File: src/rtl/aead_serial_host.sv
// Host-side driver for the bit-serial AEAD core: shifts operands out MSB-first, pulses the
// core start line, waits for ready and deserialises the returned data, tag and auth flag.
module aead_serial_host #(
  parameter int unsigned K            = 128,
  parameter int unsigned L            = 40,
  parameter int unsigned Y            = 40,
  parameter int unsigned START_CYCLES = 5,
  parameter int unsigned GAP          = 4,
  parameter int unsigned TIMEOUT      = 4096
) (
  input  logic         i_clk,
  input  logic         i_rst_n,
  input  logic         i_start,
  input  logic         i_mode,
  input  logic [K-1:0] i_key,
  input  logic [127:0] i_nonce,
  input  logic [L-1:0] i_ad,
  input  logic [Y-1:0] i_pt,
  input  logic [1:0]   i_rnd,
  output logic         o_busy,
  output logic         o_done,
  output logic         o_err,
  output logic [Y-1:0] o_data_out,
  output logic [127:0] o_tag_out,
  output logic         o_auth,
  output logic         o_key_so,
  output logic         o_nonce_so,
  output logic         o_ad_so,
  output logic         o_pt_so,
  output logic         o_r128_so,
  output logic         o_rpt_so,
  output logic         o_enc_start,
  output logic         o_dec_start,
  input  logic         i_enc_ready,
  input  logic         i_dec_ready,
  input  logic         i_data_si,
  input  logic         i_tag_si,
  input  logic         i_auth_si
);
  localparam int unsigned N  = (K > L) ? ((K > Y) ? K : Y) : ((L > Y) ? L : Y);
  localparam int unsigned M1 = (N > TIMEOUT) ? N : TIMEOUT;
  localparam int unsigned M2 = (START_CYCLES > GAP) ? START_CYCLES : GAP;
  localparam int unsigned CW = $clog2((M1 > M2) ? M1 : M2);

  localparam logic [CW-1:0] LastFrame = CW'(N - 1);
  localparam logic [CW-1:0] LastStrt  = CW'(START_CYCLES - 1);
  localparam logic [CW-1:0] LastWait  = CW'(TIMEOUT - 1);
  localparam logic [CW-1:0] LastGap   = CW'(GAP - 1);
  localparam logic [CW-1:0] LastData  = CW'(Y - 1);
  localparam logic [CW-1:0] LastTag   = CW'(127);

  typedef enum logic [2:0] {StIdle, StLoad, StStrt, StWait, StGap, StUnld, StDone} state_e;

  state_e        r_state;
  logic [CW-1:0] r_cnt;
  logic          r_mode, r_busy, r_done, r_err, r_auth;
  logic [K-1:0]  r_key_sh;
  logic [127:0]  r_nonce_sh, r_tag;
  logic [L-1:0]  r_ad_sh;
  logic [Y-1:0]  r_pt_sh, r_data;
  logic          r_key_so, r_nonce_so, r_ad_so, r_pt_so, r_r128_so, r_rpt_so;
  logic          r_enc_start, r_dec_start;
  logic          w_ready;

  assign w_ready = r_mode ? i_dec_ready : i_enc_ready;

  always_ff @(posedge i_clk or negedge i_rst_n) begin
    if (!i_rst_n) begin
      r_state     <= StIdle;
      r_cnt       <= '0;
      r_mode      <= 1'b0;
      r_busy      <= 1'b0;
      r_done      <= 1'b0;
      r_err       <= 1'b0;
      r_auth      <= 1'b0;
      r_key_sh    <= '0;
      r_nonce_sh  <= '0;
      r_ad_sh     <= '0;
      r_pt_sh     <= '0;
      r_data      <= '0;
      r_tag       <= '0;
      r_key_so    <= 1'b0;
      r_nonce_so  <= 1'b0;
      r_ad_so     <= 1'b0;
      r_pt_so     <= 1'b0;
      r_r128_so   <= 1'b0;
      r_rpt_so    <= 1'b0;
      r_enc_start <= 1'b0;
      r_dec_start <= 1'b0;
    end else begin
      unique case (r_state)
        StIdle: begin
          if (i_start) begin
            r_mode     <= i_mode;
            r_busy     <= 1'b1;
            r_err      <= 1'b0;
            r_auth     <= 1'b0;
            r_data     <= '0;
            r_tag      <= '0;
            r_cnt      <= '0;
            // Bit 0 of the frame goes out on the accept edge; the rest shift from here.
            r_key_sh   <= i_key << 1;
            r_nonce_sh <= i_nonce << 1;
            r_ad_sh    <= i_ad << 1;
            r_pt_sh    <= i_pt << 1;
            if (i_mode) begin
              r_state     <= StStrt;
              r_dec_start <= 1'b1;
            end else begin
              r_state                <= StLoad;
              r_key_so               <= i_key[K-1];
              r_nonce_so             <= i_nonce[127];
              r_ad_so                <= i_ad[L-1];
              r_pt_so                <= i_pt[Y-1];
              {r_r128_so, r_rpt_so}  <= i_rnd;
            end
          end
        end
        StLoad: begin
          if (r_cnt == LastFrame) begin
            r_state     <= StStrt;
            r_cnt       <= '0;
            r_key_so    <= 1'b0;
            r_nonce_so  <= 1'b0;
            r_ad_so     <= 1'b0;
            r_pt_so     <= 1'b0;
            r_r128_so   <= 1'b0;
            r_rpt_so    <= 1'b0;
            r_enc_start <= 1'b1;
          end else begin
            r_cnt                 <= r_cnt + 1'b1;
            r_key_so              <= r_key_sh[K-1];
            r_nonce_so            <= r_nonce_sh[127];
            r_ad_so               <= r_ad_sh[L-1];
            r_pt_so               <= r_pt_sh[Y-1];
            {r_r128_so, r_rpt_so} <= i_rnd;
            r_key_sh              <= r_key_sh << 1;
            r_nonce_sh            <= r_nonce_sh << 1;
            r_ad_sh               <= r_ad_sh << 1;
            r_pt_sh               <= r_pt_sh << 1;
          end
        end
        StStrt: begin
          if (r_cnt == LastStrt) begin
            r_state     <= StWait;
            r_cnt       <= '0;
            r_enc_start <= 1'b0;
            r_dec_start <= 1'b0;
          end else begin
            r_cnt <= r_cnt + 1'b1;
          end
        end
        StWait: begin
          if (w_ready) begin
            r_state <= StGap;
            r_cnt   <= '0;
          end else if (r_cnt == LastWait) begin
            r_state <= StDone;
            r_cnt   <= '0;
            r_err   <= 1'b1;
            r_done  <= 1'b1;
          end else begin
            r_cnt <= r_cnt + 1'b1;
          end
        end
        StGap: begin
          if (r_cnt == LastGap) begin
            r_state <= StUnld;
            r_cnt   <= '0;
          end else begin
            r_cnt <= r_cnt + 1'b1;
          end
        end
        StUnld: begin
          // Right-shift capture lands sample i in bit i once the word is complete.
          if (r_cnt <= LastData) r_data <= {i_data_si, r_data[Y-1:1]};
          if (r_cnt <= LastTag)  r_tag  <= {i_tag_si, r_tag[127:1]};
          if (r_cnt == LastFrame) begin
            r_state <= StDone;
            r_cnt   <= '0;
            r_auth  <= r_mode & i_auth_si;
            r_done  <= 1'b1;
          end else begin
            r_cnt <= r_cnt + 1'b1;
          end
        end
        StDone: begin
          r_state <= StIdle;
          r_done  <= 1'b0;
          r_busy  <= 1'b0;
        end
        default: r_state <= StIdle;
      endcase
    end
  end

  assign o_busy      = r_busy;
  assign o_done      = r_done;
  assign o_err       = r_err;
  assign o_data_out  = r_data;
  assign o_tag_out   = r_tag;
  assign o_auth      = r_auth;
  assign o_key_so    = r_key_so;
  assign o_nonce_so  = r_nonce_so;
  assign o_ad_so     = r_ad_so;
  assign o_pt_so     = r_pt_so;
  assign o_r128_so   = r_r128_so;
  assign o_rpt_so    = r_rpt_so;
  assign o_enc_start = r_enc_start;
  assign o_dec_start = r_dec_start;

endmodule

File: config.mk
export PLATFORM = sky130hd
export DESIGN_NAME = aead_serial_host
export DESIGN_NICKNAME = d
export VERILOG_FILES = /design/src/rtl/aead_serial_host.sv
export SDC_FILE = /design/constraint.sdc
export NUM_CORES = 1
export LEC_CHECK = 0
export ABC_AREA = 1
export BUFFER_PORTS_ARGS = -buffer_cell sky130_fd_sc_hd__buf_2
export CAP_MARGIN = 20
export CORE_MARGIN = 1
export CORE_UTILIZATION = 45
export DETAILED_ROUTE_END_ITERATION = 7
export GPL_ROUTABILITY_DRIVEN = 0
export GPL_TIMING_DRIVEN = 0
export HOLD_SLACK_MARGIN = 0.06
export PLACE_DENSITY = 0.74
export SLEW_MARGIN = 10
export SYNTH_ARGS = -nofsm -noshare
export SYNTH_HDL_FRONTEND = slang
export SYNTH_SLANG_ARGS = --single-unit
File: constraint.sdc
create_clock -name i_clk -period 3.77 [get_ports i_clk]
set_input_delay 0.5655 -clock i_clk [delete_from_list [all_inputs] [get_ports i_clk]]
set_output_delay 0.5655 -clock i_clk [all_outputs]
set_load 0.01 [all_outputs]
---- Word-level counts from Yosys, hierarchy flattened ----
Cells that the tools add are included.
storage, ports and cells
  bits in registers ....................... 532
  latch bits .............................. 0
  bits in writable memories ............... 0
  bits in read-only memories .............. 0
  bits of input ports ..................... 347
  output and inout bits ................... 180
  word-level logic and storage cells ...... 145
  memories kept ........................... 0
operators by class
  add/sub/neg operators ................... 1
  multiply operators ...................... 0
  div/mod/pow operators ................... 0
  magnitude comparators ................... 2
  equal/unequal tests ..................... 23
  shift operators ......................... 0
  mux-type cells .......................... 74
  bitwise logic cells ..................... 1
  reductions and logical operators ........ 23
operator list
  kind                   count
  $mux 128               6
  $pmux 128 s2           3
  $mux 40                6
  $pmux 40 s2            3
  $mux 12                6
  $pmux 12 s5            1
  $mux 1                 28
  $ne 2x2->1 const B     12
  $pmux 1 s2             11
  $mux 3                 7
  $pmux 3 s6             1
  $reduce_and 3->1       6
  $add 12x1->12 const B  1
  $eq 12x12->1 const B   1
  $eq 12x2->1 const B    1
  $eq 12x3->1 const B    1
  $eq 12x7->1 const B    1
  $le 12x6->1 const B    1
  $le 12x7->1 const B    1
  $reduce_and 4->1       3
  $reduce_bool 2->1      6
  $eq 3x3->1 const B     3
  $eq 3x2->1 const B     2
  $reduce_and 2->1       3
  other kinds (10)       10

---- Depth between registers and ports, before layout ----
  word-level depth ........................ 4
  depth in mapped cells ................... 13
  gate-level depth less buffers ........... 11

---- Least setup slack after synthesis ----
Ideal clock, no wire load.
  path kind ............................... register to register
  from .................................... reg r_cnt[0]
  to ...................................... reg r_key_sh[10]
  library setup time ...................... 123 ps
  arrival time ............................ 1778 ps
  data required time ...................... 3647 ps
  setup slack ............................. 1869 ps
  cell stages (with the launch flop) ...... 14
  path buffers ............................ 3
  clock period less this slack ............ 1901 ps
  path through ............................ dfrtp_1 > ha_1 > nand2_2 > nor2_4 > nand3_2 > nor2_4 > nand3_4 > nand2_4 > inv_2 > buf_6 > buf_6 > buf_6 > nand2_2 > o21ai_2
on the way
  word-level cells in the longest chain between the ends .. 3
RTL lines
  what                               line  text
  start: declaration                 55    logic [CW-1:0] r_cnt;
  start signal: assignment           131   r_cnt <= r_cnt + 1'b1;
  start signal: assignment           150   r_cnt <= r_cnt + 1'b1;
  start signal: assignment           163   r_cnt <= r_cnt + 1'b1;
  $eq 12x7->1                        120   if (r_cnt == LastFrame) begin
  $ne 2x2->1 (no source line)        n/a
  $reduce_and 3->1 (no source line)  n/a
  end signal: assignment             102   r_key_sh <= i_key << 1;
  end signal: assignment             137   r_key_sh <= r_key_sh << 1;
  end: declaration                   57    logic [K-1:0] r_key_sh;
Every way passes these cells.
A chain may end at the register's enable or synchronous reset.

---- Worst setup path in the final report ----
  from .................................... reg r_state[0]
  to ...................................... reg r_key_sh[124]
on the way
  word-level cells in the longest chain between the ends .. 3
  elaborated cells between the ends (all ways) .. 7
  classes of those cells .................. eq/ne (3); mux (1); reduce/logical (3)
RTL lines
  what                                                              line  text
  start: declaration                                                54    state_e r_state;
  start signal: assignment                                          69    r_state <= StIdle;
  start signal: assignment                                          107   r_state <= StStrt;
  start signal: assignment                                          110   r_state <= StLoad;
  $eq 3x1->1 or $logic_not 3->1 (tied branches)                     91    unique case (r_state)
  $ne 2x2->1 (no source line) or $reduce_bool 2->1 (tied branches)  n/a
  $reduce_and 3->1 (no source line)                                 n/a
Parallel ways exist; a longest one is shown, timed or not.

==> key figures <==
Run status
  • Status: completed

Global route
  • Global-route usage over all layers: a little under a quarter
  • Largest net degree at the start of global routing: about 100
  • Initial antenna violation count: 43
  • First-pass GRT wire length: between 100 and 150 mm
  • Total congestion overflow: 0
  • Vias in the first global route: roughly 21k

Synth
  • Most area-hungry cell type in the Yosys netlist: dfrtp_1
  • FF+latch count, synth: around 530
  • Mapped Area: 0.02511 mm2
  • Top post-synthesis cells by area: dfrtp_1 53%, nand2_1 8.7%, inv_1 7.7%
  • Number of enable flip-flop cells after synthesis: 0
  • Yosys top cell area share: between 50% and 60%
  • Top-count cell post-synth: nand2_1
  • Ys async rst share: 100.0%
  • Synth Area per Inst: between 8 and 9 um2
  • Main synth FF type: dfrtp_1
  • Sequential share of the synthesized area: between 50% and 60%
  • Yosys cell types: 32
  • Syn nets: ~3.3k
  • Synth Warn #: 0
  • Post-synthesis cell count: 2927
  • Commonest cells post-synth: 585 x nand2_1, 528 x dfrtp_1, 518 x inv_1, 340 x o21ai_0, 186 x o21ai_2

STA
  • RSZ-0062 raised after global routing: no
  • Final hold vios: 0
  • Hold Slack: around 170 ps
  • Final Critical Period: around 2800 ps
  • Crit share post-route: about 75%
  • Clock skew: roughly 22 ps
  • Final setup violation count: 0
  • Rel. slew slack: a little under two fifths
  • Fmax: 355.4 MHz
  • Max-slew violations: 0
  • Slew @ Worst Pin: between 900 and 1000 ps

Setup path
  • CP Cell Sequence: inv_2 -> nor2_4 -> nand2_2 -> clkbuf_1 -> clkbuf_1 -> nand2_1 -> o21ai_0 -> nand2_1 -> o21ai_2
  • Worst Path Max Fanout: 10
  • CP max stage cell: clkbuf_1
  • Crit Path Class: reg2reg
  • Bufs and invs on worst path: 3
  • Crit-path leading delay family: buffers and inverters
  • Critical Path RT: roughly 4300 ps
  • Critical Path AT: 3340 ps
  • Critical Path End Type: flip-flop
  • Slowest Stage Delay on Critical Path: approximately 740 ps
  • Startpoint Class: flip-flop

Floorplanning
  • I/O Pins: roughly 530
  • Die height: between 200 and 250 um
  • Die W: 238.2 um
  • CORE AREA: between 0.05 and 0.06 mm2
  • Row count: 86
  • Die area: around 0.057 mm2
  • Initial Util: a little under half

Drt
  • DRT Pass-1 Iters: 6
  • Vias per inst: between 4 and 5
  • Post-route DRC: 0
  • Drt first-iter violations: 1173
  • Final wirelength: around 68 mm
  • Drt wl/cell: 15.70 um
  • Final ANT Viol Nets: 0
  • Vias after detailed routing: about 21k

Pwr
  • Max VDD drop: ~450 uV
  • LEAKAGE: roughly 16 nW
  • Internal Power: ~15 mW
  • Pwr/cell area: approximately 800 mW/mm2
  • Sw Pwr: ~9.9 mW
  • Gate power share: between 40% and 50%
  • Switching Share: approximately two fifths
  • Clock group share of total power: between 20% and 30%
  • Total Power: roughly 25 mW
  • Seq pwr share: 36.6%

CTS
  • Root buf cell: clkbuf_16
  • CTS sink count: around 530
  • CTS tree: done
  • # Post-CTS Setup Buffers: 0
  • CTS H-tree depth: 2
  • Hold_buf cts: 1
  • CTS Buf Count: 56
  • Clk_lat worst skew: roughly 600 ps
  • Clock Tree Buf Depth: 3
  • Reg clk slew, reported paths: 60 ps
  • Resized cells post-CTS: 0

Final layout
  • Area Growth Syn to Fin: 22.06%
  • Fraction of layout cells with a size suffix above 1: slightly below 30%
  • Layout Utilization: between 50% and 60%
  • Final nets: roughly 3.9k

Min path
  • Hold Path Class: in2reg

Place
  • Detailed placement HPWL: between 50 and 60 mm
  • Port Buffers: between 500 and 600

Run
  • Max Cap Violations: 0
[tightest hold or removal path, stage by stage]
cell	delay [ps]
buf_2	80
nand2_1	40
nand2_1	60
[stage by stage]
stage                     instances  setup TNS, ps  area [um2]  worst slack (ps)
final                          4322              0       30650             956.4
after global routing           4320              0       30650             727.5
after CTS                      4302              0       30600             877.9
after detailed placement       4206              0       28830             904.9
after global placement         4201       -4695260       28680             -8948
after floorplan                2927              0       25110              1869
[cells in the final DEF (no fill, tap or decap), types with 3 or more instances in the layout]
cell type / synthesis / layout
nand3_1: 25 / 25
o21ai_0: 340 / 340
bufinv_16: 0 / 4
nand2_1: 585 / 585
xor2_1: 3 / 3
inv_2: 7 / 7
nand2_2: 164 / 164
nor3_1: 4 / 4
a21oi_1: 16 / 16
mux2_2: 4 / 4
o21ai_2: 186 / 186
o21ai_1: 142 / 142
inv_1: 518 / 518
buf_6: 32 / 32
nor2_1: 33 / 33
o21bai_1: 3 / 3
nor2_4: 3 / 3
clkbuf_16: 0 / 56
buf_2: 48 / 573
dfrtp_1: 528 / 528
clkbuf_1: 97 / 118
nand4_1: 5 / 5
buf_16: 0 / 5
diode_2: 0 / 20
o211ai_1: 4 / 4
clkbuf_8: 0 / 6
o22ai_1: 166 / 166
[per-layer routing]
layer | share of wire (%) | wire length [um] | vias up | GRT usage (%)
met2 | 47 | 31970 | 549 | 39.07
met3 | 7.3 | 4980 | 179 | 6.976
met5 | 0.40 | 270 | - | 0
met4 | 3.0 | 2016 | 44 | 8.023
met1 | 42 | 28630 | 9974 | 30.20
li1 | - | - | 10526 | -
[power groups by stage]
stage               Combinational, mW  Sequential (mW)  Clock (mW)
finish                           10.4             9.15        5.41
global route                     11.8             9.40        5.75
CTS                              10.5             9.15        5.53
detailed placement               10.4             9.24           0
floorplan                        7.02             9.44           0
global placement                 10.2             9.17           0
[sequential cells by signal (all words and copies together), names as in the netlist, 3 cells and up]
signal      count
o_data_out     40
r_nonce_sh    127
r_state         3
r_pt_sh        39
r_key_sh      127
r_cnt          12
r_ad_sh        39
o_tag_out     128
[layout make-up]
class,instances,area (um2)
inverter,526,1974
sequential,528,13210
clock buffer,83,1563
clock inverter,12,200.2
fill,5093,24440
timing repair buffer,532,2790
antenna,20,50.05
buffer,181,987.2
tap,748,935.9
multi-input combinational,1692,8937
[worst paths after layout]
check	start	slack (ps)	cells past startpoint	end
min in group asynchronous	i_rst_n	540	2	o_tag_out[52]
setup / recovery	r_state[0]	960	9	r_key_sh[124]
setup reg to reg	r_state[0]	960	9	r_key_sh[124]
hold / removal	i_nonce[0]	170	3	r_nonce_sh[1]
max in group asynchronous	i_rst_n	1870	4	o_data_out[32]
hold reg to reg	r_pt_sh[1]	470	2	r_pt_sh[1]
[logic make-up after synthesis]
logic type | count (synthesis) | synth area share, %
muxes | 4 | 0.1794
buffers and inverters | 707 | 11.79
adders and majority gates | 2 | 0.09964
AOI/OAI and AO/OA | 858 | 20.79
DFF | 528 | 52.62
and+or+nand+nor | 825 | 14.41
xor gates and xnor gates | 3 | 0.1047
Power figures use the tool's default switching activity.
